===== config.mk =====
export PLATFORM = sky130hd
export DESIGN_NAME = util_fifo_rd_sched_flat
export DESIGN_NICKNAME = d
export VERILOG_FILES = /design/src/rtl/util_fifo_rd_sched_if.sv /design/src/rtl/util_fifo_rd_sched.sv /design/src/flat_wrapper.sv
export SDC_FILE = /design/constraint.sdc
export NUM_CORES = 1
export LEC_CHECK = 0
export CAP_MARGIN = 20
export CORE_UTILIZATION = 46
export CTS_CLUSTER_DIAMETER = 80
export DETAILED_ROUTE_END_ITERATION = 8
export GPL_TIMING_DRIVEN = 0
export HOLD_SLACK_MARGIN = 0.08
export PLACE_DENSITY = 0.86
export SETUP_SLACK_MARGIN = 0.02
export SLEW_MARGIN = 20
export SYNTH_ARGS = -nofsm -noshare
export SYNTH_HDL_FRONTEND = slang
export SYNTH_SLANG_ARGS = --single-unit

===== constraint.sdc =====
create_clock -name clk -period 4.5 [get_ports clk]
set_input_delay 0.675 -clock clk [delete_from_list [all_inputs] [get_ports clk]]
set_output_delay 0.675 -clock clk [all_outputs]
set_load 0.05 [all_outputs]

===== src/rtl/util_fifo_rd_sched_if.sv =====
// FIFO-side and Avalon-ST-side signals of the round-robin FIFO read scheduler.
// The scheduler takes the master modport; the FIFOs and Avalon sink take the slave modport.
interface util_fifo_rd_sched_if #(
    parameter int unsigned NUM_CH  = 4,
    parameter int unsigned DATA_W  = 32,
    parameter int unsigned LEVEL_W = 8
) ();

    logic [NUM_CH*LEVEL_W-1:0] ch_level;
    logic [NUM_CH-1:0]         ch_rd_en;
    logic [NUM_CH*DATA_W-1:0]  ch_rd_data;
    logic                      avl_ready;
    logic                      avl_valid;
    logic [DATA_W-1:0]         avl_data;
    logic                      avl_sop;
    logic                      avl_eop;
    logic [2:0]                avl_channel;

    modport master (
        input  ch_level,
        input  ch_rd_data,
        input  avl_ready,
        output ch_rd_en,
        output avl_valid,
        output avl_data,
        output avl_sop,
        output avl_eop,
        output avl_channel
    );

    modport slave (
        output ch_level,
        output ch_rd_data,
        output avl_ready,
        input  ch_rd_en,
        input  avl_valid,
        input  avl_data,
        input  avl_sop,
        input  avl_eop,
        input  avl_channel
    );

endinterface


===== src/rtl/util_fifo_rd_sched.sv =====
// Round-robin burst read scheduler: grants one FIFO channel per full burst, issues read enables
// under credit control and retimes the returned words through a skid FIFO onto Avalon-ST.
module util_fifo_rd_sched #(
    parameter int unsigned NUM_CH     = 4,
    parameter int unsigned DATA_W     = 32,
    parameter int unsigned LEVEL_W    = 8,
    parameter int unsigned BURST_LEN  = 16,
    parameter int unsigned RD_LATENCY = 2
) (
    input  logic                clk,
    input  logic                rst_n,
    input  logic                enable,
    util_fifo_rd_sched_if.master bus
);

    localparam int unsigned SkidDepth = RD_LATENCY + 2;
    localparam int unsigned ChW       = $clog2(NUM_CH);
    localparam int unsigned PtrW      = $clog2(SkidDepth);
    localparam int unsigned CntW      = $clog2(SkidDepth + 1);

    typedef enum logic [0:0] {StIdle, StBurst} state_e;

    typedef struct packed {
        logic [ChW-1:0] ch;
        logic           sop;
        logic           eop;
    } tag_t;

    state_e             state_q, state_d;
    logic [ChW-1:0]     grant_q, grant_d;
    logic [ChW-1:0]     last_grant_q, last_grant_d;
    logic [LEVEL_W-1:0] word_cnt_q, word_cnt_d;
    logic [CntW-1:0]    inflight_q, inflight_d;
    logic [CntW-1:0]    skid_cnt_q, skid_cnt_d;
    logic [PtrW-1:0]    wr_ptr_q, wr_ptr_d;
    logic [PtrW-1:0]    rd_ptr_q, rd_ptr_d;
    logic               pipe_vld_q [RD_LATENCY];
    logic               pipe_vld_d [RD_LATENCY];
    tag_t               pipe_tag_q [RD_LATENCY];
    tag_t               pipe_tag_d [RD_LATENCY];
    logic [DATA_W-1:0]  skid_data_q [SkidDepth];
    logic [DATA_W-1:0]  skid_data_d [SkidDepth];
    tag_t               skid_tag_q [SkidDepth];
    tag_t               skid_tag_d [SkidDepth];

    logic [NUM_CH-1:0]  eligible;
    logic               pick_vld;
    logic [ChW-1:0]     pick_ch;
    logic               credit_ok;
    logic               rd_fire;
    logic               push;
    tag_t               push_tag;
    logic [DATA_W-1:0]  push_data;
    logic               skid_vld;
    logic               pop;
    tag_t               head_tag;

    always_comb begin
        for (int i = 0; i < int'(NUM_CH); i++) begin
            eligible[i] = bus.ch_level[i*LEVEL_W +: LEVEL_W] >= LEVEL_W'(BURST_LEN);
        end
    end

    // Walk downward so the last hit is the nearest channel above last_grant_q.
    always_comb begin
        pick_vld = 1'b0;
        pick_ch  = '0;
        for (int k = int'(NUM_CH); k >= 1; k--) begin
            if (eligible[(int'(last_grant_q) + k) % int'(NUM_CH)]) begin
                pick_vld = 1'b1;
                pick_ch  = ChW'((int'(last_grant_q) + k) % int'(NUM_CH));
            end
        end
    end

    assign credit_ok = ({1'b0, skid_cnt_q} + {1'b0, inflight_q}) < (CntW + 1)'(SkidDepth);
    assign rd_fire   = (state_q == StBurst) && credit_ok;
    assign bus.ch_rd_en = rd_fire ? (NUM_CH'(1) << grant_q) : '0;

    assign push      = pipe_vld_q[RD_LATENCY-1];
    assign push_tag  = pipe_tag_q[RD_LATENCY-1];
    assign push_data = bus.ch_rd_data[int'(push_tag.ch) * int'(DATA_W) +: DATA_W];

    assign skid_vld  = (skid_cnt_q != '0);
    assign pop       = skid_vld && bus.avl_ready;
    assign head_tag  = skid_tag_q[rd_ptr_q];

    assign bus.avl_valid   = skid_vld;
    assign bus.avl_data    = skid_vld ? skid_data_q[rd_ptr_q] : '0;
    assign bus.avl_sop     = skid_vld && head_tag.sop;
    assign bus.avl_eop     = skid_vld && head_tag.eop;
    assign bus.avl_channel = skid_vld ? 3'(head_tag.ch) : 3'd0;

    always_comb begin
        state_d      = state_q;
        grant_d      = grant_q;
        last_grant_d = last_grant_q;
        word_cnt_d   = word_cnt_q;
        unique case (state_q)
            StIdle: begin
                if (enable && pick_vld) begin
                    grant_d      = pick_ch;
                    last_grant_d = pick_ch;
                    word_cnt_d   = '0;
                    state_d      = StBurst;
                end
            end
            StBurst: begin
                if (rd_fire) begin
                    if (word_cnt_q == LEVEL_W'(BURST_LEN - 1)) begin
                        state_d = StIdle;
                    end else begin
                        word_cnt_d = word_cnt_q + LEVEL_W'(1);
                    end
                end
            end
            default: state_d = StIdle;
        endcase
    end

    always_comb begin
        pipe_vld_d[0] = rd_fire;
        pipe_tag_d[0] = '{ch:  grant_q,
                          sop: (word_cnt_q == '0),
                          eop: (word_cnt_q == LEVEL_W'(BURST_LEN - 1))};
        for (int j = 1; j < int'(RD_LATENCY); j++) begin
            pipe_vld_d[j] = pipe_vld_q[j-1];
            pipe_tag_d[j] = pipe_tag_q[j-1];
        end
    end

    always_comb begin
        inflight_d  = inflight_q;
        skid_cnt_d  = skid_cnt_q;
        wr_ptr_d    = wr_ptr_q;
        rd_ptr_d    = rd_ptr_q;
        skid_data_d = skid_data_q;
        skid_tag_d  = skid_tag_q;
        unique case ({rd_fire, push})
            2'b10:   inflight_d = inflight_q + CntW'(1);
            2'b01:   inflight_d = inflight_q - CntW'(1);
            default: inflight_d = inflight_q;
        endcase
        unique case ({push, pop})
            2'b10:   skid_cnt_d = skid_cnt_q + CntW'(1);
            2'b01:   skid_cnt_d = skid_cnt_q - CntW'(1);
            default: skid_cnt_d = skid_cnt_q;
        endcase
        if (push) begin
            skid_data_d[wr_ptr_q] = push_data;
            skid_tag_d[wr_ptr_q]  = push_tag;
            wr_ptr_d = (wr_ptr_q == PtrW'(SkidDepth - 1)) ? '0 : wr_ptr_q + PtrW'(1);
        end
        if (pop) begin
            rd_ptr_d = (rd_ptr_q == PtrW'(SkidDepth - 1)) ? '0 : rd_ptr_q + PtrW'(1);
        end
    end

    always_ff @(posedge clk or negedge rst_n) begin
        if (!rst_n) begin
            state_q      <= StIdle;
            grant_q      <= '0;
            last_grant_q <= ChW'(NUM_CH - 1);
            word_cnt_q   <= '0;
            inflight_q   <= '0;
            skid_cnt_q   <= '0;
            wr_ptr_q     <= '0;
            rd_ptr_q     <= '0;
            for (int j = 0; j < int'(RD_LATENCY); j++) begin
                pipe_vld_q[j] <= 1'b0;
                pipe_tag_q[j] <= '0;
            end
            for (int j = 0; j < int'(SkidDepth); j++) begin
                skid_data_q[j] <= '0;
                skid_tag_q[j]  <= '0;
            end
        end else begin
            state_q      <= state_d;
            grant_q      <= grant_d;
            last_grant_q <= last_grant_d;
            word_cnt_q   <= word_cnt_d;
            inflight_q   <= inflight_d;
            skid_cnt_q   <= skid_cnt_d;
            wr_ptr_q     <= wr_ptr_d;
            rd_ptr_q     <= rd_ptr_d;
            pipe_vld_q   <= pipe_vld_d;
            pipe_tag_q   <= pipe_tag_d;
            skid_data_q  <= skid_data_d;
            skid_tag_q   <= skid_tag_d;
        end
    end

endmodule


===== src/flat_wrapper.sv =====
// flat-port wrapper written by rule: the top's interface ports become plain ports
module util_fifo_rd_sched_flat 
#(
    parameter int unsigned NUM_CH     = 4,
    parameter int unsigned DATA_W     = 32,
    parameter int unsigned LEVEL_W    = 8,
    parameter int unsigned BURST_LEN  = 16,
    parameter int unsigned RD_LATENCY = 2
)
  (clk, rst_n, enable, bus_ch_level, bus_ch_rd_data, bus_avl_ready, bus_ch_rd_en, bus_avl_valid, bus_avl_data, bus_avl_sop, bus_avl_eop, bus_avl_channel);
  util_fifo_rd_sched_if #(.NUM_CH(NUM_CH), .DATA_W(DATA_W), .LEVEL_W(LEVEL_W)) bus_i ();
  input  logic clk;
  input  logic rst_n;
  input  logic enable;
  input wire logic [$bits(bus_i.ch_level)-1:0] bus_ch_level;
  input wire logic [$bits(bus_i.ch_rd_data)-1:0] bus_ch_rd_data;
  input wire logic [$bits(bus_i.avl_ready)-1:0] bus_avl_ready;
  output wire logic [$bits(bus_i.ch_rd_en)-1:0] bus_ch_rd_en;
  output wire logic [$bits(bus_i.avl_valid)-1:0] bus_avl_valid;
  output wire logic [$bits(bus_i.avl_data)-1:0] bus_avl_data;
  output wire logic [$bits(bus_i.avl_sop)-1:0] bus_avl_sop;
  output wire logic [$bits(bus_i.avl_eop)-1:0] bus_avl_eop;
  output wire logic [$bits(bus_i.avl_channel)-1:0] bus_avl_channel;
  assign bus_i.ch_level = bus_ch_level;
  assign bus_i.ch_rd_data = bus_ch_rd_data;
  assign bus_i.avl_ready = bus_avl_ready;
  assign bus_ch_rd_en = bus_i.ch_rd_en;
  assign bus_avl_valid = bus_i.avl_valid;
  assign bus_avl_data = bus_i.avl_data;
  assign bus_avl_sop = bus_i.avl_sop;
  assign bus_avl_eop = bus_i.avl_eop;
  assign bus_avl_channel = bus_i.avl_channel;
  util_fifo_rd_sched #(.NUM_CH(NUM_CH), .DATA_W(DATA_W), .LEVEL_W(LEVEL_W), .BURST_LEN(BURST_LEN), .RD_LATENCY(RD_LATENCY)) u_core (.clk(clk), .rst_n(rst_n), .enable(enable), .bus(bus_i));
endmodule

Yosys cells after proc, flatten, opt, wreduce, memory -nomap -nowiden
Cells that the tools add are included.

Divide/modulo/power cells: 0. Muxes and demuxes: 47. Reduce and logical (&&, ||, !) cells: 16. Multipliers: 0. Bitwise logic cells: 7. Eq/ne operators: 10. Order comparisons: 12. Shifts and indexed selects: 2. Add/subtract/negate cells: 12.

Operators with widths (number): 128-bit bitwise mux (1); 32-bit two-way mux (4); 128-bit by 8-bit indexed part select with 32-bit output (1); 32-bit binary-select mux with 2-bit select (1); 32-bit demux with 2-bit select (1); 8-bit by 5-bit greater-or-equal comparator with 1-bit output, second input constant (4); 8-bit two-way mux (3); 16-bit bitwise mux (1); 3-bit by 4-bit less-than comparator with 1-bit output, second input constant (4); 4-bit two-way mux (4); 8-bit case mux with 2 select lines (1); 1-bit two-way mux (15); 2-bit two-way mux (7); 3-bit case mux with 2 select lines (2); 2-bit by 1-bit adder with 2-bit output, second input constant (4); 8-bit by 1-bit adder with 8-bit output, second input constant (1); 1-bit binary-select mux with 2-bit select (4); 4-bit binary-select mux with 2-bit select (1); 4-bit demux with 2-bit select (1); 2-bit == test, second input constant (4); 8-bit by 4-bit == test with 1-bit output, second input constant (1); 8-bit logical NOT (1); 2-bit OR reduction (4); 3-bit by 1-bit adder with 3-bit output, second input constant (2); 19 further kinds (34).

Output and inout port bits: 42. Memories: 0. Bits in latches: 0. Bits in writable memories: 0. Input port bits: 164. Word-level logic and storage cells: 138. ROM bits: 0. Flip-flop bits (word level): 177.

Depth between registers and ports, before layout
Depth after elaboration: 13. Depth in mapped cells: 10. Mapped depth without buffers: 9.

Worst setup path before layout
OpenSTA, ideal clock, no wires.

Path kind: register to output. Start point: register u_core.skid_cnt_q[2]. End point: output port bus_ch_rd_en[0]. Buffers on the path: 1. Setup slack: 1.309 ns. Stages on the path, launching flop included: 6. Required time: 3.825 ns. Data arrival time: 2.516 ns. Cell sequence: dfrtp_1 -> ha_1 -> or4b_1 -> a31o_1 -> buf_6 -> nor3_1.

Word-level cells in the longest chain between the ends: 4.

RTL lines: start, declared (RTL line util_fifo_rd_sched.sv:34) `logic [CntW-1:0] skid_cnt_q, skid_cnt_d;`; start signal, assigned (RTL line util_fifo_rd_sched.sv:183) `skid_cnt_q <= skid_cnt_d;`; 3-bit by 3-bit adder with 4-bit output (RTL line util_fifo_rd_sched.sv:76) `assign credit_ok = ({1'b0, skid_cnt_q} + {1'b0, inflight_q}) < (CntW + 1)'(SkidDepth);`; 4-bit by 3-bit less-than comparator with 1-bit output (RTL line util_fifo_rd_sched.sv:76); 1-bit logical AND (RTL line util_fifo_rd_sched.sv:77) `assign rd_fire = (state_q == StBurst) && credit_ok;`; 4-bit two-way mux (RTL line util_fifo_rd_sched.sv:78) `assign bus.ch_rd_en = rd_fire ? (NUM_CH'(1) << grant_q) : '0;`; end, declared (RTL line flat_wrapper.sv:18) `output wire logic [$bits(bus_i.ch_rd_en)-1:0] bus_ch_rd_en;`.

Every way passes these cells.

Final worst setup path
Start point: register u_core.rd_ptr_q[1]. End point: output port bus_avl_data[2].

Word-level cells in the longest chain between the ends: 5.

RTL lines: start, declared (RTL line util_fifo_rd_sched.sv:36) `logic [PtrW-1:0] rd_ptr_q, rd_ptr_d;`; start signal, assigned (RTL line util_fifo_rd_sched.sv:185) `rd_ptr_q <= rd_ptr_d;`; 2-bit inverter with 3-bit output (not written as such) (RTL line util_fifo_rd_sched.sv:89) `assign bus.avl_data = skid_vld ? skid_data_q[rd_ptr_q] : '0;`; 32-bit binary-select mux with 2-bit select (RTL line util_fifo_rd_sched.sv:89); 32-bit two-way mux (not written as such) (2 in a row) (RTL line util_fifo_rd_sched.sv:89); 32-bit two-way mux (RTL line util_fifo_rd_sched.sv:89); end, declared (RTL line flat_wrapper.sv:20) `output wire logic [$bits(bus_i.avl_data)-1:0] bus_avl_data;`.

Every way passes these cells. The select of a mux whose other input is x is not followed.

==> metrics <==
Seq/Total Area, Yosys=50.5%; Syn Inst Count=579; Peak supply drop=0.344 mV; global-route wire length before repair=32.0 mm; slew of the pin with the lowest slew margin=918 ps; Critical Path Fanout Max=10; most common cell after layout, fill and taps aside=clkdlybuf4s50_1; status=complete, no violations; overall power=9790 uW; WL/cell=18.9 um; Layout Skew=6.75 ps; Slowest-stage cell, CP=clkdlybuf4s50_1; CTS tree=yes; Reg clk slew, reported paths=60 ps; Final min period=3850 ps; Post-Synth XOR/XNOR Area=1.20%; Avg Inst Size Synth=15.2 um^2; post-route ant nets=0; YS warnings=0; Final Wtd Congestion=0.759; Root Driver=clkbuf_16; PwrDens=843 nW/um^2; Startpoint Class=register; Cells after DPL=1002; number of diodes=0; leakage=0.00475 uW; number of global-route vias before repair=6205; Slew Limit Headroom=38.8%; number of buffers and inverters on the critical path=3; Synth Area in Simple Gates=5.77%; Vias/cell=5.54; Critical Path RT=3830 ps; Vias=5732; Synth Area in Compound Gates=1.68%; syn_nets=756; core area=18700 um^2; non-filler instance count after layout=1034; Post-synth EDFFs=0; maximum buffer depth of the clock tree=2; crit path cell chain=clkbuf_1 > clkbuf_1 > mux4_2 > and2_1 > clkdlybuf4s50_1; num ports=206; DRC Markers=0; # Post-CTS Setup Buffers=0; RSZ-0062 raised after global routing=false; most frequent cells in the layout=187 x clkdlybuf4s50_1, 175 x dfrtp_1, 146 x mux2_2; grt ovf=0; Final Hold Viols=0; Detailed Place HPWL=13.9 mm; max-slew violation count=0; DIE AREA=19600 um^2; final setup TNS=0 ps; CP max stage delay=700 ps; # resized after CTS=0; Final Routed Wirelength=19.6 mm; initial antenna violation count=0; die height=140 um; Worst Setup End Kind=primary output; H-tree depth=4; IO buf count=188; Max Cap Viol=0; largest family of logic cells by synthesized area=multiplexers; fmax=0.260 GHz; drt pass-1 iters=4; DRT iter0 DRCs=257; Hold Crit Class=primary input to asynchronous set/reset pin; CTS Buf Count=17; Synth Flop Type=dfrtp_1; largest net degree at the start of global routing=102; area delta synth->final=32.2%; Skew-Pair Late Insertion Delay=420 ps; layout cells sized above 1=32.5%; crit path DAT=3170 ps; Crit Path Category=register to primary output; asr flop ratio synth=100%; Syn Std Cell Area=8780 um^2; FF+latch count, synth=177; Netlist cell types=44; Sink Count=177; final worst-path cycle share=85.5%; Top cell by count, worst path=clkbuf_1; die width=140 um; Hold-fix buffers, CTS=0; Initial Util=46.9%; Rows=50; endpoints failing setup=0; nets=964; Synth Area in Adders=2.02%; family with the most delay on the worst path=buffers and inverters; All-Layer GR Usage=21.2%; multiplexer share of the synthesized area=36.3%
[cell families after synthesis]
logic type | after synthesis
other cells | 1
simple gates | 85
buf+inv | 53
mux | 215
fa+ha+maj | 13
flops | 177
compound gates | 23
xor+xnor | 12
[cell usage after synthesis (4+ instances only)]
| cell | n | share of area (%) |
|---|---|---|
| a21oi_1 | 6 | 0.34 |
| and2_1 | 36 | 2.6 |
| and3_1 | 4 | 0.29 |
| buf_2 | 8 | 0.46 |
| clkbuf_1 | 26 | 1.1 |
| dfrtp_1 | 175 | 50 |
| ha_1 | 11 | 1.6 |
| inv_1 | 16 | 0.68 |
| mux2_2 | 146 | 19 |
| mux4_2 | 68 | 17 |
| nand2_1 | 9 | 0.38 |
| nand3_1 | 4 | 0.23 |
| nor2_1 | 10 | 0.43 |
| nor3_1 | 5 | 0.29 |
| o21ai_0 | 7 | 0.40 |
| or4_1 | 4 | 0.34 |
| xnor2_1 | 5 | 0.50 |
| xor2_1 | 7 | 0.70 |
[flip-flops by register name, summed over array words and instances (netlist names)]
| name | flops |
|---|---|
| u_core.skid_cnt_q | 3 |
| u_core.pipe_tag_d | 4 |
| u_core.pipe_tag_q | 4 |
| u_core.skid_data_q | 128 |
| u_core.state_q | 1 |
| u_core.inflight_q | 3 |
| u_core.skid_tag_q | 16 |
| u_core.word_cnt_q | 8 |
| u_core.grant_q | 2 |
| u_core.wr_ptr_q | 2 |
| u_core.pipe_vld_d | 1 |
| u_core.last_grant_q | 2 |
| u_core.push | 1 |
| u_core.rd_ptr_q | 2 |
[stage by stage]
step,instance area [um^2],worst slack (ps),utilization (%),hold slack (ps)
4_1_cts,11600,596,62.1,243
3_3_place_gp,11000,-4480,58.6,331
6_report,11600,653,62.1,206
5_1_grt,11600,483,62.1,244
3_5_place_dp,11000,1060,58.7,337
2_1_floorplan,8780,1310,-,331
[power by group]
group | switching (uW) | total, uW | internal (uW)
Sequential | 427 | 2810 | 2390
Clock | 586 | 1540 | 959
Combinational | 2880 | 5430 | 2550
Total | 3890 | 9790 | 5900
[path summary, 6_finish.rpt]
check                                                  from                                  to  slack (ps)  cells past startpoint
max in group asynchronous                             rst_n  u_core.skid_data_q[50]$_DFFE_PN0P_        3420                      2
min in group clk             u_core.pipe_tag_d[2]$_DFF_PN0_      u_core.pipe_tag_q[2]$_DFF_PN0_         350                      0
hold reg to reg              u_core.pipe_tag_d[2]$_DFF_PN0_      u_core.pipe_tag_q[2]$_DFF_PN0_         350                      0
setup reg to reg           u_core.skid_cnt_q[2]$_DFFE_PN0P_    u_core.word_cnt_q[1]$_DFFE_PN0P_        1970                      7
hold / removal                                        rst_n    u_core.word_cnt_q[0]$_DFFE_PN0P_         210                      1
setup / recovery             u_core.rd_ptr_q[1]$_DFFE_PN0N_                     bus_avl_data[2]         650                      5
[routing by layer]
metal  up-vias  GRT usage, %  part of all wire [%]
li1       2576             -                     -
met1      3005          25.6                    42
met2       135          37.8                    52
met3        16          5.40                   4.9
met4         0          5.67                   1.3
met5         -             0                     0
[layout make-up]
type | count | area, um^2
Fill cell | 1382 | 7100
Sequential cell | 177 | 4430
Multi-Input combinational cell | 349 | 4130
Timing Repair Buffer | 189 | 1910
Clock buffer | 23 | 468
Tap cell | 234 | 293
Buffer | 37 | 160
Clock inverter | 9 | 155
Inverter | 16 | 60.1
Power figures use the tool's default switching activity.
